`config.mk`:
```
export PLATFORM = sky130hd
export DESIGN_NAME = melody_seq_flat
export DESIGN_NICKNAME = d
export VERILOG_FILES = /design/src/rtl/melody_pkg.sv /design/src/rtl/melody_seq_if.sv /design/src/rtl/melody_rom.sv /design/src/rtl/melody_seq.sv /design/src/flat_wrapper.sv
export SDC_FILE = /design/constraint.sdc
export NUM_CORES = 1
export LEC_CHECK = 0
export BUFFER_PORTS_ARGS = -buffer_cell sky130_fd_sc_hd__buf_4
export CAP_MARGIN = 20
export CORE_ASPECT_RATIO = 0.75
export CORE_MARGIN = 2
export CORE_UTILIZATION = 60
export CTS_CLUSTER_SIZE = 20
export DETAILED_ROUTE_END_ITERATION = 16
export GPL_TIMING_DRIVEN = 0
export PLACE_DENSITY = 0.78
export SKIP_LAST_GASP = 1
export SLEW_MARGIN = 20
export SYNTH_ARGS = -nofsm -noshare
export SYNTH_HDL_FRONTEND = slang
export SYNTH_SLANG_ARGS = --single-unit
export TNS_END_PERCENT = 50
```
`constraint.sdc`:
```
create_clock -name clk -period 6.7 [get_ports clk]
set_input_delay 1.34 -clock clk [delete_from_list [all_inputs] [get_ports clk]]
set_output_delay 1.34 -clock clk [all_outputs]
set_load 0.01 [all_outputs]
```
`src/rtl/melody_pkg.sv`:
```
// Shared types and constants for the melody sequencer: song entry layout, FSM states, ROM geometry.
package melody_pkg;

   localparam int ROM_DEPTH = 32;
   localparam int ADDR_W = $clog2(ROM_DEPTH);
   localparam logic [3:0] DUR_END = 4'd0;

   typedef struct packed {
      logic [2:0] note;
      logic       rest;
      logic [3:0] dur;
   } entry_t;

   typedef enum logic [1:0] {IDLE, PLAY, GAP} state_t;

   function automatic logic is_end(entry_t e);
      return e.dur == DUR_END;
   endfunction

endpackage

```
`src/rtl/melody_seq_if.sv`:
```
// Control and oscillator-facing signals of the melody sequencer.
interface melody_seq_if;
   import melody_pkg::*;

   logic              start;
   logic              stop;
   logic              loop;
   logic [2:0]        note;
   logic              gate;
   logic              busy;
   logic              done;
   logic [ADDR_W-1:0] step;

   modport master (output start, stop, loop, input note, gate, busy, done, step);
   modport slave  (input start, stop, loop, output note, gate, busy, done, step);
endinterface

```
`src/rtl/melody_rom.sv`:
```
// Song table: combinational read, one {note, rest, dur} entry per address; dur = 0 ends the song.
module melody_rom
   import melody_pkg::*;
(
   input  logic [ADDR_W-1:0] addr,
   output entry_t            entry
);

   always_comb begin
      entry = '{note: 3'd0, rest: 1'b0, dur: DUR_END};
      case (addr)
         5'd0:    entry = '{note: 3'd0, rest: 1'b0, dur: 4'd2};
         5'd1:    entry = '{note: 3'd2, rest: 1'b0, dur: 4'd1};
         5'd2:    entry = '{note: 3'd2, rest: 1'b1, dur: 4'd1};
         5'd3:    entry = '{note: 3'd7, rest: 1'b0, dur: 4'd3};
         default: ;
      endcase
   end

endmodule

```
`src/rtl/melody_seq.sv`:
```
// Melody sequencer: walks the song ROM, driving NOTE/GATE for dur*TICK_DIV cycles then GAP_CYC silent cycles.
// Zero-cycle start latency; all outputs registered; STOP has priority over everything.
module melody_seq
   import melody_pkg::*;
#(
   parameter int TICK_DIV = 12_000_000,
   parameter int GAP_CYC  = 120_000
)(
   input logic         clk,
   input logic         rst_n,
   melody_seq_if.slave bus
);

   localparam int PW = $clog2(TICK_DIV);
   localparam int GW = $clog2(GAP_CYC + 1);
   localparam logic [PW-1:0] PRESC_LAST = PW'(TICK_DIV - 1);
   localparam logic [GW-1:0] GAP_LAST   = GW'(GAP_CYC - 1);

   state_t            state;
   logic [PW-1:0]     presc;
   logic [3:0]        ticks;
   logic [3:0]        dur_q;
   logic [GW-1:0]     gap_cnt;
   logic [2:0]        note_q;
   logic              gate_q;
   logic              busy_q;
   logic              done_q;
   logic [ADDR_W-1:0] step_q;
   logic [ADDR_W-1:0] next_addr;
   entry_t            first_e;
   entry_t            next_e;

   // Two read ports: the entry after the current step, and entry 0 for start/loop restarts.
   assign next_addr = step_q + ADDR_W'(1);

   melody_rom u_rom_first (.addr(ADDR_W'(0)), .entry(first_e));
   melody_rom u_rom_next  (.addr(next_addr),  .entry(next_e));

   always_ff @(posedge clk or negedge rst_n) begin
      if (!rst_n) begin
         state   <= IDLE;
         presc   <= '0;
         ticks   <= '0;
         dur_q   <= '0;
         gap_cnt <= '0;
         note_q  <= '0;
         gate_q  <= 1'b0;
         busy_q  <= 1'b0;
         done_q  <= 1'b0;
         step_q  <= '0;
      end else begin
         done_q <= 1'b0;
         if (bus.stop) begin
            state   <= IDLE;
            gate_q  <= 1'b0;
            busy_q  <= 1'b0;
            step_q  <= '0;
            presc   <= '0;
            ticks   <= '0;
            gap_cnt <= '0;
         end else begin
            case (state)
               IDLE: begin
                  if (bus.start) begin
                     if (is_end(first_e)) begin
                        done_q <= 1'b1;
                     end else begin
                        state  <= PLAY;
                        step_q <= '0;
                        note_q <= first_e.note;
                        gate_q <= ~first_e.rest;
                        dur_q  <= first_e.dur;
                        busy_q <= 1'b1;
                        presc  <= '0;
                        ticks  <= '0;
                     end
                  end
               end
               PLAY: begin
                  if (presc == PRESC_LAST) begin
                     presc <= '0;
                     ticks <= ticks + 4'd1;
                     if (ticks == dur_q - 4'd1) begin
                        state   <= GAP;
                        gate_q  <= 1'b0;
                        gap_cnt <= '0;
                     end
                  end else begin
                     presc <= presc + PW'(1);
                  end
               end
               GAP: begin
                  if (gap_cnt == GAP_LAST) begin
                     gap_cnt <= '0;
                     presc   <= '0;
                     ticks   <= '0;
                     if (!is_end(next_e)) begin
                        state  <= PLAY;
                        step_q <= next_addr;
                        note_q <= next_e.note;
                        gate_q <= ~next_e.rest;
                        dur_q  <= next_e.dur;
                     end else if (bus.loop && !is_end(first_e)) begin
                        state  <= PLAY;
                        step_q <= '0;
                        note_q <= first_e.note;
                        gate_q <= ~first_e.rest;
                        dur_q  <= first_e.dur;
                     end else begin
                        state  <= IDLE;
                        step_q <= '0;
                        busy_q <= 1'b0;
                        done_q <= 1'b1;
                     end
                  end else begin
                     gap_cnt <= gap_cnt + GW'(1);
                  end
               end
               default: state <= IDLE;
            endcase
         end
      end
   end

   assign bus.note = note_q;
   assign bus.gate = gate_q;
   assign bus.busy = busy_q;
   assign bus.done = done_q;
   assign bus.step = step_q;

endmodule

```
`src/flat_wrapper.sv`:
```
// flat-port wrapper written by rule: the top's interface ports become plain ports
module melody_seq_flat import melody_pkg::*;
#(
   parameter int TICK_DIV = 12_000_000,
   parameter int GAP_CYC  = 120_000
)
  (clk, rst_n, bus_start, bus_stop, bus_loop, bus_note, bus_gate, bus_busy, bus_done, bus_step);
  melody_seq_if bus_i ();
  input logic clk;
  input logic rst_n;
  input wire logic [$bits(bus_i.start)-1:0] bus_start;
  input wire logic [$bits(bus_i.stop)-1:0] bus_stop;
  input wire logic [$bits(bus_i.loop)-1:0] bus_loop;
  output wire logic [$bits(bus_i.note)-1:0] bus_note;
  output wire logic [$bits(bus_i.gate)-1:0] bus_gate;
  output wire logic [$bits(bus_i.busy)-1:0] bus_busy;
  output wire logic [$bits(bus_i.done)-1:0] bus_done;
  output wire logic [$bits(bus_i.step)-1:0] bus_step;
  assign bus_i.start = bus_start;
  assign bus_i.stop = bus_stop;
  assign bus_i.loop = bus_loop;
  assign bus_note = bus_i.note;
  assign bus_gate = bus_i.gate;
  assign bus_busy = bus_i.busy;
  assign bus_done = bus_i.done;
  assign bus_step = bus_i.step;
  melody_seq #(.TICK_DIV(TICK_DIV), .GAP_CYC(GAP_CYC)) u_core (.clk(clk), .rst_n(rst_n), .bus(bus_i));
endmodule
```
; ---- Yosys cells after proc, flatten, opt, wreduce, memory -nomap -nowiden
; Index checks and enable logic that the tools add are counted.
[word_totals]
reg_bits = 62
out_inout_bits = 11
input_bits = 5
elab_cells = 107
[classes]
n_bitwise = 2
n_addsub = 5
eq_ne = 18
mux = 57
n_reduce_logical = 15
[ops]
columns = op, n
row1 = $mux W24, 4
row2 = $pmux W24 S3, 1
row3 = $mux W17, 4
row4 = $pmux W17 S2, 1
row5 = $mux W4, 8
row6 = $pmux W8 S4, 1
row7 = $add A24 B1 Y24 const B, 1
row8 = $eq A24 B24 Y1 const B, 1
row9 = $mux W5, 4
row10 = $add A17 B1 Y17 const B, 1
row11 = $eq A17 B17 Y1 const B, 1
row12 = $mux W1, 17
row13 = $mux W2, 6
row14 = $mux W3, 4
row15 = $ne A3 B2 Y1 const B, 4
row16 = $pmux W4 S3, 1
row17 = $eq A5 B2 Y1 const B, 2
row18 = $pmux W5 S2, 1
row19 = $reduce_and A5 Y1, 2
row20 = $ne A3 B3 Y1 const B, 3
row21 = $reduce_and A3 Y1, 3
row22 = $pmux W4 S2, 1
row23 = $reduce_and A4 Y1, 2
row24 = $pmux W2 S3, 1
row25 = 21 further kinds, 23

; ---- Longest topological paths before layout
[depth]
word_depth = 8
depth_mapped = 8
depth_no_buf = 7

; ---- By module
; A second synthesis with hierarchy kept.
[unflattened]
hier_cells = 426
area_unflattened_um2 = 3777.4
[by_module_without_submodules]
columns = module, instances, cells_each, seq_area_each_um2, area_each_um2
row1 = melody_seq, 1, 400, 1551.5, 3599.7
row2 = melody_rom, 2, 13, 0.0, 88.8

; ---- Least setup slack after synthesis
; No wires, ideal clock.
[synth_timing]
path_kind = input -> register
start = input port bus_stop
end = register u_core.presc[12]
n_path_buf = 3
path_stages = 8
slack_ns = 3.957
t_arrival_ns = 2.663
setup_time_ns = 0.079
required_ns = 6.621
cell_sequence = clkbuf_1 -> inv_1 -> o21ai_0 -> a21oi_1 -> clkbuf_1 -> clkbuf_1 -> a21oi_1 -> mux2i_1
[synth_between]
elab_chain_cells = 2
elab_cells_between_ends = 5
cone_classes = eq/ne: 2 / mux: 1 / reduce/logical: 2
[synth_lines]
columns = element, line
row1 = start: declaration, flat_wrapper.sv:12  ; input wire logic [$bits(bus_i.stop)-1:0] bus_stop;
row2 = "$ne A3 B2 Y1 (no line), or another cell as far along", -
row3 = $reduce_and A3 Y1 (no line), -
row4 = end signal: assignment, melody_seq.sv:89  ; presc <= presc + PW'(1);
row5 = end: declaration, melody_seq.sv:20  ; logic [PW-1:0] presc;
; Several ways; a longest one is shown, not always the timed one.
; A chain may end at the register's enable or synchronous reset.

; ---- Worst setup path in the final report
[layout_timing]
start = input port bus_stop
end = register u_core.ticks[0]
[layout_between]
elab_chain_cells = 2
elab_cells_between_ends = 6
cone_classes = eq/ne: 3 / mux: 1 / reduce/logical: 2
[layout_lines]
columns = element, line
row1 = "$ne A3 B2 Y1 (no line), or another cell as far along", -
row2 = $reduce_and A4 Y1 (no line), -
row3 = end signal: assignment, melody_seq.sv:82  ; ticks <= ticks + 4'd1;
row4 = end: declaration, melody_seq.sv:21  ; logic [3:0] ticks;
; Several ways; a longest one is shown, not always the timed one.

==> results_dict.tcl <==
set metrics [dict create \
    finalClockSkew_ns 0.00373 \
    p_clk_share_pct 53.4 \
    power_switching_w 0.000187 \
    layout_common_cells "58 x dfrtp_1, 37 x nand3_1, 32 x a21oi_1" \
    tns_ns 0 \
    yosysTopAreaCell "dfrtp_1" \
    ant_nets 0 \
    cpPeakStageDelay_ns 0.45 \
    use_met1_pct 38.2 \
    required_ns 6.95 \
    drt_iter0_drc 238 \
    initial_core_util_pct 63.6 \
    use_met2_pct 37.5 \
    postCtsSetupBuffers 0 \
    crit_path_end_kind "flip-flop" \
    syn-cell-area_um2 3480 \
    synth-xor-area-share_pct 1.26 \
    syn_to_final_growth_pct 14.0 \
    cellPowerDensity_nw_per_um2 222 \
    synthSimpleGateAreaFrac_pct 26.7 \
    grt_usage_pct 26.1 \
    period_minus_slack_ns 3.03 \
    final_core_util_pct 72.5 \
    cts_tree "yes" \
    cts_buffers 9 \
    max_cap_viol_count 0 \
    reg2reg_slack_ns 4.07 \
    power.internal_w 0.000693 \
    place_congestion 0.849 \
    synth-seq-area-share_pct 41.7 \
    p_total_w 0.000880 \
    drv_slew 0 \
    drive_gt1_share_pct 11.1 \
    floorplan.die_area_um2 6430 \
    cts_sinks 58 \
    root_buffer "clkbuf_8" \
    top_usage_layer "met1" \
    dr.pass1.iters 7 \
    path_cells "clkbuf_1 -> inv_1 -> o21ai_0 -> a21oi_1 -> clkbuf_1 -> clkbuf_1 -> o21ai_0 -> o21ai_0" \
    muxShareOfSynthArea_pct 7.92 \
    dpl.hpwl_um 5350 \
    period_share_pct 45.2 \
    place_area_um2 3680 \
    min_path_type "flip-flop to flip-flop" \
    num_vias 3097 \
    synth_compound_area_share_pct 14.5 \
    tightest_slew_ns 0.728 \
    grt_pass1_vias 2807 \
    async_flop_share_pct 100 \
    regToRegStartpoint "u_core.gap_cnt[9]$_DFFE_PN0P_" \
    routed_via_density 6.33 \
    worst_hold_path.endpoint "u_core.presc[23]$_DFFE_PN0P_" \
    wl_per_cell_um 16.2 \
    synth_top_family_by_area "simple AND/OR/NAND/NOR gates" \
    grt_max_degree 59 \
    synth_flop_cell "dfrtp_1" \
    cp.arrival_ns 3.28 \
    port_buffers 14 \
    num_io_pins 16 \
    setup_ws_ns 3.67 \
    clk_pin_slew_worst_paths_ns 0.07 \
    critPathSlowestCell "clkbuf_1" \
    antenna_found_initial 0 \
    critPathLaunchType "input port" \
    synthAdderAreaFrac_pct 3.24 \
    seqPwrFrac_pct 40.5 \
    fmax_mhz 330 \
    synth_warnings 0 \
    ctsResizeCount 0 \
    synth_cells 384 \
    synth_top_area_share_pct 41.7 \
    p_sw_share_pct 21.3 \
    p_leak_nw 1.66 \
    rsz0062_at_grt "false" \
    finalWirelength_um 7910 \
    max_slew_margin_pct 51.5 \
    synth_edf_count 0 \
    worstReg2RegEnd "u_core.ticks[0]$_DFFE_PN0P_" \
    fin_area_um2 3970 \
    rows 23 \
    grt.overflow.total 0 \
    reg2regPathDepth 7 \
    hold_path_depth 1 \
    dp_slack_ns 3.37 \
    finalHoldViolations 0 \
    final-setup-viol-count 0 \
    worstHoldStart "u_core.presc[23]$_DFFE_PN0P_" \
    ys_seq_elements 58 \
    synth_area_leaders "dfrtp_1 42%, mux2i_1 6.6%, nand3_1 5.3%" \
    syn_nets 398 \
    cp_max_fo 10 \
    outcome "finished clean" \
    grt_use_met3_pct 7.55 \
    n_antenna_cell 0 \
    power_frac_comb_pct 6.1 \
    fp.dieH_um 69.9 \
    criticalPathCategory "input port to flip-flop" \
    fillers 423 \
    finalNetCount 423 \
    grt_first_pass_wirelength_um 13300 \
    layout_commonest_cell "dfrtp_1" \
    fp.dieW_um 91.9 \
    drc 0 \
    htree_levels 3 \
    avgSynthCellArea_um2 9.05 \
    insertion_delay_ns 0.34 \
    ir_drop_mv 0.149 \
    coreArea_um2 5470 \
    holdBufCountCts 0 \
    clock_path_buffers 2 \
    ys_types 51 \
]
## cells by family (layout without fill, tap and decap cells)
family | count (synthesis) | in the layout
and+or+nand+nor | 166 | 166
AOI/OAI and AO/OA | 79 | 79
DFF | 58 | 58
buffers and inverters | 40 | 70
muxes | 27 | 27
adders and majority gates | 9 | 9
xor gates and xnor gates | 5 | 5
## layout make-up
| type | instances | area [µm²] | area share, % |
|---|---|---|---|
| multi-input combinational | 286 | 1870 | 47.0 |
| sequential | 58 | 1450 | 36.6 |
| clock inverter | 7 | 165 | 4.17 |
| clock buffer | 9 | 124 | 3.12 |
| timing repair buffer | 14 | 105 | 2.65 |
| buffer | 23 | 96.3 | 2.43 |
| tap | 75 | 93.8 | 2.37 |
| inverter | 17 | 63.8 | 1.61 |
## Yosys cell counts, types with 3 or more instances
cell / number
dfrtp_1: 58
nand3_1: 37
a21oi_1: 32
nand2_1: 25
nor2_1: 24
mux2i_1: 23
nand4_1: 20
clkbuf_1: 19
inv_1: 17
o21ai_0: 14
and3_1: 11
nor3_1: 11
a22o_1: 9
ha_1: 9
nand3b_1: 8
a21o_1: 4
nor2b_1: 4
o31ai_1: 4
xnor2_1: 4
and2_1: 3
and4_1: 3
mux2_2: 3
nor4_1: 3
or3_1: 3
## worst max-delay path by stage
stage	start	to	slack, ns	cells after the start
after floorplan	bus_stop	u_core.presc[12]$_DFFE_PN0P_	3.96	8
after global placement	bus_stop	u_core.ticks[1]$_DFFE_PN0P_	3.43	8
after detailed placement	bus_stop	u_core.ticks[0]$_DFFE_PN0P_	3.37	8
after CTS	bus_stop	u_core.ticks[0]$_DFFE_PN0P_	3.73	8
after global routing	bus_stop	u_core.presc[2]$_DFFE_PN0P_	3.50	8
final	bus_stop	u_core.ticks[0]$_DFFE_PN0P_	3.67	8
## worst max-delay path, delay by kind of cell
kind | cells | cell delay (ns)
compound gates | 4 | 0.69
buf+inv | 4 | 1.24
## power by group through the flow
| stage | clock, W | sequential (W) | combinational [W] |
|---|---|---|---|
| after floorplan | 0 | 0.000363 | 0.0000317 |
| after global placement | 0 | 0.000363 | 0.0000518 |
| after detailed placement | 0 | 0.000363 | 0.0000530 |
| after CTS | 0.000474 | 0.000356 | 0.0000535 |
| after global routing | 0.000491 | 0.000357 | 0.0000598 |
| final | 0.000470 | 0.000357 | 0.0000537 |
## sequential cells by signal, summed over array words and instances, names as in the netlist, 2 cells and up
signal and flops:
u_core.bus.step 5, u_core.ticks 4, u_core.presc 24, u_core.gap_cnt 17
u_core.state 2, u_core.bus.note 2
## per-stage QoR
stage | cells | hold slack, ns
3_3_place_gp | 473 | 0.473
2_1_floorplan | 384 | 0.444
4_1_cts | 489 | 0.486
5_1_grt | 489 | 0.534
6_report | 489 | 0.487
3_5_place_dp | 473 | 0.465
## metal layers
metal	part of all wire (%)	vias to the layer above
li1	-	1481
met1	47	1501
met2	45	109
met3	7.5	6
met4	0.63	0
met5	0	-
No activity file was read; power rests on OpenSTA's default activity.
